File: src/rtl/pc_fetch_sequencer_if.sv
// Fetch sequencer bundle: redirect inputs, imem handshake, IF-stage outputs.
// o_Misalign exists only when PC_MISALIGN_TRAP_EN is defined.
interface pc_fetch_sequencer_if #(
  parameter int N = 32
);
  logic         i_Stall;
  logic         i_Branch;
  logic [N-1:0] i_BranchTarget_dw;
  logic         i_Jump;
  logic [N-1:0] i_JumpTarget_dw;
  logic         o_ImemReq;
  logic         i_ImemAck;
  logic [N-1:0] o_PC_dw;
  logic [N-1:0] o_PCPlus4_dw;
  logic         o_InstrValid;
`ifdef PC_MISALIGN_TRAP_EN
  logic         o_Misalign;
`endif

  modport master (
    input  i_Stall,
    input  i_Branch,
    input  i_BranchTarget_dw,
    input  i_Jump,
    input  i_JumpTarget_dw,
    input  i_ImemAck,
    output o_ImemReq,
    output o_PC_dw,
    output o_PCPlus4_dw,
`ifdef PC_MISALIGN_TRAP_EN
    output o_Misalign,
`endif
    output o_InstrValid
  );

  modport slave (
    output i_Stall,
    output i_Branch,
    output i_BranchTarget_dw,
    output i_Jump,
    output i_JumpTarget_dw,
    output i_ImemAck,
    input  o_ImemReq,
    input  o_PC_dw,
    input  o_PCPlus4_dw,
`ifdef PC_MISALIGN_TRAP_EN
    input  o_Misalign,
`endif
    input  o_InstrValid
  );
endinterface

File: src/rtl/pc_fetch_sequencer.sv
// PC sequencer with single-outstanding imem fetch and delay-slot redirects.
// Optional misaligned-target trap: define PC_MISALIGN_TRAP_EN.
module pc_fetch_sequencer #(
  parameter int           N          = 32,
  parameter int           ADDR_W     = 20,
`ifdef PC_MISALIGN_TRAP_EN
  parameter logic [N-1:0] EXC_VECTOR = 32'h0000_0180,
`endif
  parameter logic [N-1:0] RESET_ADDR = 32'h0000_0000
) (
  input logic clk,
  input logic reset,
  pc_fetch_sequencer_if.master bus
);

  typedef enum logic [1:0] {
    IDLE,
    REQ,
    HOLD
  } state_t;

  function automatic logic [N-1:0] msk(
    input logic [N-1:0] a
  );
    logic [N-1:0] r;
    r = '0;
    r[ADDR_W-1:0] = a[ADDR_W-1:0];
    return r;
  endfunction

  state_t       state;
  logic [N-1:0] pc;
  logic [N-1:0] pcp4;
  logic         req;
  logic         valid;
  logic         pend_vld;
  logic [N-1:0] pend_pc;
  logic [N-1:0] pc_plus4;
  logic         redir;
  logic [N-1:0] tgt;
  logic [N-1:0] redir_pc;
  logic         redir_mis;
  logic         pend_mis;
  logic         mis;

  assign pc_plus4 = msk(pc + 32'd4);

  // Jump wins over branch when both fire together
  always_comb begin
    redir = bus.i_Jump | bus.i_Branch;
    tgt   = bus.i_Jump ? bus.i_JumpTarget_dw
                       : bus.i_BranchTarget_dw;
`ifdef PC_MISALIGN_TRAP_EN
    redir_mis = redir && (tgt[1:0] != 2'b00);
    redir_pc  = redir_mis ? msk(EXC_VECTOR)
                          : msk(tgt);
`else
    redir_mis = 1'b0;
    redir_pc  = msk({tgt[N-1:2], 2'b00});
`endif
  end

  always_ff @(posedge clk) begin
    if (reset) begin
      state    <= IDLE;
      pc       <= msk(RESET_ADDR);
      pcp4     <= '0;
      req      <= 1'b0;
      valid    <= 1'b0;
      pend_vld <= 1'b0;
      pend_pc  <= '0;
      pend_mis <= 1'b0;
      mis      <= 1'b0;
    end else begin
      valid <= 1'b0;
      mis   <= 1'b0;
      unique case (state)
        IDLE: begin
          state <= REQ;
          req   <= 1'b1;
        end
        REQ: begin
          if (bus.i_ImemAck) begin
            valid    <= 1'b1;
            pcp4     <= pc_plus4;
            pend_vld <= 1'b0;
            pend_mis <= 1'b0;
            if (redir) begin
              pc  <= redir_pc;
              mis <= redir_mis;
            end else if (pend_vld) begin
              pc  <= pend_pc;
              mis <= pend_mis;
            end else begin
              pc <= pc_plus4;
            end
            if (bus.i_Stall) begin
              state <= HOLD;
              req   <= 1'b0;
            end
          end else if (redir) begin
            // Fetch in flight is the delay slot; redirect lands at its ack
            pend_vld <= 1'b1;
            pend_pc  <= redir_pc;
            pend_mis <= redir_mis;
          end
        end
        HOLD: begin
          if (redir) begin
            pc  <= redir_pc;
            mis <= redir_mis;
          end
          if (!bus.i_Stall) begin
            state <= REQ;
            req   <= 1'b1;
          end
        end
        default: begin
          state <= IDLE;
          req   <= 1'b0;
        end
      endcase
    end
  end

  assign bus.o_PC_dw      = pc;
  assign bus.o_PCPlus4_dw = pcp4;
  assign bus.o_ImemReq    = req;
  assign bus.o_InstrValid = valid;
`ifdef PC_MISALIGN_TRAP_EN
  assign bus.o_Misalign   = mis;
`endif

  logic unused_bits;
  assign unused_bits = ^{mis, pend_mis, redir_mis, tgt};

endmodule

File: src/flat_wrapper.sv
// flat-port wrapper written by rule: the top's interface ports become plain ports
module pc_fetch_sequencer_flat 
#(
  parameter int           N          = 32,
  parameter int           ADDR_W     = 20,

  parameter logic [N-1:0] RESET_ADDR = 32'h0000_0000
)
  (clk, reset, bus_i_Stall, bus_i_Branch, bus_i_BranchTarget_dw, bus_i_Jump, bus_i_JumpTarget_dw, bus_i_ImemAck, bus_o_ImemReq, bus_o_PC_dw, bus_o_PCPlus4_dw, bus_o_InstrValid);
  pc_fetch_sequencer_if #(.N(N)) bus_i ();
  input logic clk;
  input logic reset;
  input wire logic [$bits(bus_i.i_Stall)-1:0] bus_i_Stall;
  input wire logic [$bits(bus_i.i_Branch)-1:0] bus_i_Branch;
  input wire logic [$bits(bus_i.i_BranchTarget_dw)-1:0] bus_i_BranchTarget_dw;
  input wire logic [$bits(bus_i.i_Jump)-1:0] bus_i_Jump;
  input wire logic [$bits(bus_i.i_JumpTarget_dw)-1:0] bus_i_JumpTarget_dw;
  input wire logic [$bits(bus_i.i_ImemAck)-1:0] bus_i_ImemAck;
  output wire logic [$bits(bus_i.o_ImemReq)-1:0] bus_o_ImemReq;
  output wire logic [$bits(bus_i.o_PC_dw)-1:0] bus_o_PC_dw;
  output wire logic [$bits(bus_i.o_PCPlus4_dw)-1:0] bus_o_PCPlus4_dw;
  output wire logic [$bits(bus_i.o_InstrValid)-1:0] bus_o_InstrValid;
  assign bus_i.i_Stall = bus_i_Stall;
  assign bus_i.i_Branch = bus_i_Branch;
  assign bus_i.i_BranchTarget_dw = bus_i_BranchTarget_dw;
  assign bus_i.i_Jump = bus_i_Jump;
  assign bus_i.i_JumpTarget_dw = bus_i_JumpTarget_dw;
  assign bus_i.i_ImemAck = bus_i_ImemAck;
  assign bus_o_ImemReq = bus_i.o_ImemReq;
  assign bus_o_PC_dw = bus_i.o_PC_dw;
  assign bus_o_PCPlus4_dw = bus_i.o_PCPlus4_dw;
  assign bus_o_InstrValid = bus_i.o_InstrValid;
  pc_fetch_sequencer #(.N(N), .ADDR_W(ADDR_W), .RESET_ADDR(RESET_ADDR)) u_core (.clk(clk), .reset(reset), .bus(bus_i));
endmodule
File: config.mk
export PLATFORM = sky130hd
export DESIGN_NAME = pc_fetch_sequencer_flat
export DESIGN_NICKNAME = d
export VERILOG_FILES = /design/src/rtl/pc_fetch_sequencer_if.sv /design/src/rtl/pc_fetch_sequencer.sv /design/src/flat_wrapper.sv
export SDC_FILE = /design/constraint.sdc
export NUM_CORES = 1
export LEC_CHECK = 0
export CAP_MARGIN = 10
export CORE_MARGIN = 2
export CORE_UTILIZATION = 43
export CTS_CLUSTER_SIZE = 30
export DETAILED_ROUTE_END_ITERATION = 10
export GPL_ROUTABILITY_DRIVEN = 0
export HOLD_SLACK_MARGIN = 0.08
export PLACE_DENSITY = 0.81
export SLEW_MARGIN = 20
export SYNTH_ARGS = -nofsm -noshare
export SYNTH_HDL_FRONTEND = slang
export SYNTH_SLANG_ARGS = --single-unit
File: constraint.sdc
create_clock -name clk -period 1.74 [get_ports clk]
set_input_delay 0.261 -clock clk [delete_from_list [all_inputs] [get_ports clk]]
set_output_delay 0.261 -clock clk [all_outputs]
set_load 0.02 [all_outputs]
==> impl_metrics.tcl <==
set metrics [dict create \
    grt_max_degree 36 \
    clock_latency_ns 0.33 \
    synth_edf_count 0 \
    fin_nets 554 \
    coreArea_um2 7180 \
    r2r-start "u_core.bus.o_PC_dw[9]" \
    die_w_um 89.6 \
    setup_viol 0 \
    gr-usage-all-layers_pct 20.7 \
    r2r_cells 5 \
    finalMaxSlewViolations 0 \
    dp.cells 571 \
    initial_core_util_pct 43.9 \
    drc_errors 0 \
    rows 31 \
    yosysMostFrequentCell "dfxtp_1" \
    holdWs_ns 0.447 \
    viasPerCell 5.17 \
    clkTransAtPathRegs_ns 0.06 \
    worst_setup_path_start_kind "flop" \
    grt_pass1_wl_mm 12.8 \
    ys_warn_count 0 \
    postLayoutCellArea_um2 4460 \
    num_vias 3024 \
    postSynthAreaPerCell_um2 8.40 \
    synth_flop_cell "dfxtp_1" \
    cp-startpoint "u_core.bus.o_PC_dw[12]" \
    rsz0062_at_grt "yes" \
    synth_mux_area_share_pct 8.38 \
    ff2ff_setup_slack_ns 0.06 \
    antenna_found_initial 0 \
    wire_per_inst_um 14.2 \
    layout.cells.non_filler 585 \
    crit_fanout 5 \
    die_h_um 89.6 \
    postSynthCellCount 375 \
    synth-xor-area-share_pct 4.45 \
    synth_area_um2 3150 \
    synth_top_area_share_pct 36.8 \
    hold_path.class "reg2reg" \
    critPathSlowestCell "clkdlybuf4s50_1" \
    antenna_cells 0 \
    multiInputGateArea_um2 1780 \
    synth_top_family_by_area "simple AND/OR/NAND/NOR gates" \
    drive_gt1_share_pct 15.0 \
    outcome "finished clean" \
    ys_async_sr_fraction_pct 0 \
    synth-seq-cells 58 \
    totalWireLength_mm 8.30 \
    slowest_delay_ns 0.61 \
    drtIter0Drc 210 \
    drtAntennaViolNets 0 \
    leakage_nw 1.78 \
    drt-pass1-iter-count 5 \
    fin_skew_ns 0.00519 \
    dieArea_um2 8030 \
    synth_compound_area_share_pct 18.1 \
    fillers 595 \
    synthAdderAreaFrac_pct 0.397 \
    first_global_vias 2644 \
    hold_violations 0 \
    postCtsHoldBufs 0 \
    clk_path_buf_depth 2 \
    crit_path_end_kind "output port" \
    ys_seq_area_share_pct 36.8 \
    placed_cell_area_um2 4260 \
    clock_sinks 58 \
    cts_root_buf "clkbuf_8" \
    crit_required_ns 1.48 \
    cp.arrival_ns 1.43 \
    post-route-period-util_pct 97.4 \
    ios 136 \
    cts_made_buffers 9 \
    seq_area_um2 1160 \
    grt-ovfl-total 0 \
    r2r-end "u_core.bus.o_PC_dw[19]" \
    ys_types 49 \
    path_cells "buf_4 -> clkdlybuf4s50_1" \
    cts_tree "built" \
    syn2layout_area_growth_pct 41.6 \
    timing.fmax_mhz 590 \
    period_minus_slack_ns 1.69 \
    peakVddDrop_uv 348 \
    crit_end "bus_o_PC_dw[12]" \
    io_buffers 79 \
    netlist_top_cells_area "dfxtp_1, mux2i_1, buf_4, a211oi_1, nor2_1" \
    drv_cap 0 \
    htree_num_levels 3 \
    dp_hpwl_mm 6.29 \
    powerDensity_nw_per_um2 738 \
    synth-simple-area-share_pct 20.2 \
    crit_type "reg2out" \
    synth_top_area_cell "dfxtp_1" \
    netlist_top_cells_count "dfxtp_1, nor2_1, buf_4" \
]
where the power goes:
part | total (mW) | leakage (nW) | switching [mW] | internal, mW
Clock | 1.02 | 0.0766 | 0.479 | 0.542
Combinational | 0.806 | 1.23 | 0.426 | 0.380
Sequential | 1.47 | 0.474 | 0.0591 | 1.41
Total | 3.29 | 1.78 | 0.964 | 2.33
layout by cell type (no fill, tap or decap), types with 7 or more instances in the layout:
master | netlist | final
clkdlybuf4s50_1 | 0 | 71
dfxtp_1 | 58 | 56
nor2_1 | 40 | 40
buf_4 | 28 | 36
conb_1 | 1 | 28
nand2_1 | 25 | 25
mux2i_1 | 23 | 23
a211oi_1 | 22 | 22
o21ai_0 | 26 | 21
xnor2_1 | 12 | 12
a21oi_1 | 12 | 12
inv_1 | 11 | 11
clkbuf_8 | 0 | 10
nand3_1 | 10 | 9
nor3_1 | 12 | 9
o21ai_1 | 2 | 7
a22o_1 | 7 | 7
dlymetal6s2s_1 | 0 | 7
cells by family after synthesis:
logic type | count (synthesis)
AO/OA/AOI/OAI | 88
XOR/XNOR | 16
adder cells (fa/ha/maj) | 1
buffers and inverters | 63
flip-flops | 58
multiplexers | 26
other | 1
AND/OR/NAND/NOR | 122
stage by stage:
| stage | worst slack, ns | utilization [%] | power, mW | setup TNS [ns] |
|---|---|---|---|---|
| floorplan | 0.0105 | - | 1.96 | 0 |
| global placement | -0.202 | 59.4 | 2.27 | -3.25 |
| detailed placement | -0.238 | 59.4 | 2.29 | -4.24 |
| CTS | 0.00200 | 61.6 | 3.29 | 0 |
| global route | -0.0242 | 62.2 | 3.45 | -0.0681 |
| finish | 0.0456 | 62.2 | 3.29 | 0 |
worst max-delay path: cells and delay by family (launching register included):
| family | cells | cell delay (ns) |
|---|---|---|
| buffers and inverters | 2 | 0.76 |
| flip-flops | 1 | 0.34 |
sequential cells by signal (all words and copies together) (netlist names):
| signal | cells |
|---|---|
| u_core.bus.o_ImemReq | 1 |
| u_core.bus.o_InstrValid | 1 |
| u_core.bus.o_PCPlus4_dw | 18 |
| u_core.bus.o_PC_dw | 18 |
| u_core.pend_pc | 18 |
| u_core.pend_vld | 1 |
| u_core.state | 1 |
per-layer routing:
| layer | track usage (%) | share of wire, % |
|---|---|---|
| met5 | 0 | 0 |
| met1 | 29.2 | 45 |
| met3 | 4.57 | 7.0 |
| met2 | 30.6 | 46 |
| met4 | 8.28 | 1.7 |
layout make-up:
class	count	area share [%]
Multi-Input combinational cell	281	39.9
Tap cell	99	2.78
Clock buffer	14	3.42
Inverter	12	1.01
Sequential cell	58	26.1
Timing Repair Buffer	121	26.8
how the worst min path moves through the flow:
stage	slack [ns]	start	endpoint	cells past startpoint
final	0.45	u_core.bus.o_PCPlus4_dw[19]	u_core.bus.o_PCPlus4_dw[19]	2
after detailed placement	0.44	u_core.bus.o_PCPlus4_dw[19]	u_core.bus.o_PCPlus4_dw[19]	2
after global placement	0.44	u_core.bus.o_PCPlus4_dw[6]	u_core.bus.o_PCPlus4_dw[6]	2
after CTS	0.45	u_core.bus.o_PCPlus4_dw[19]	u_core.bus.o_PCPlus4_dw[19]	2
after floorplan	0.38	bus_i_Stall	u_core.bus.o_ImemReq	1
after global routing	0.47	u_core.bus.o_PCPlus4_dw[19]	u_core.bus.o_PCPlus4_dw[19]	2
repair_timing:
item,CTS,global route
setup endpoints to repair,2,19
pin swaps,0,1
buffers inserted,0,0
gates resized for setup,2,17
(Power assumes the default switching activity.)
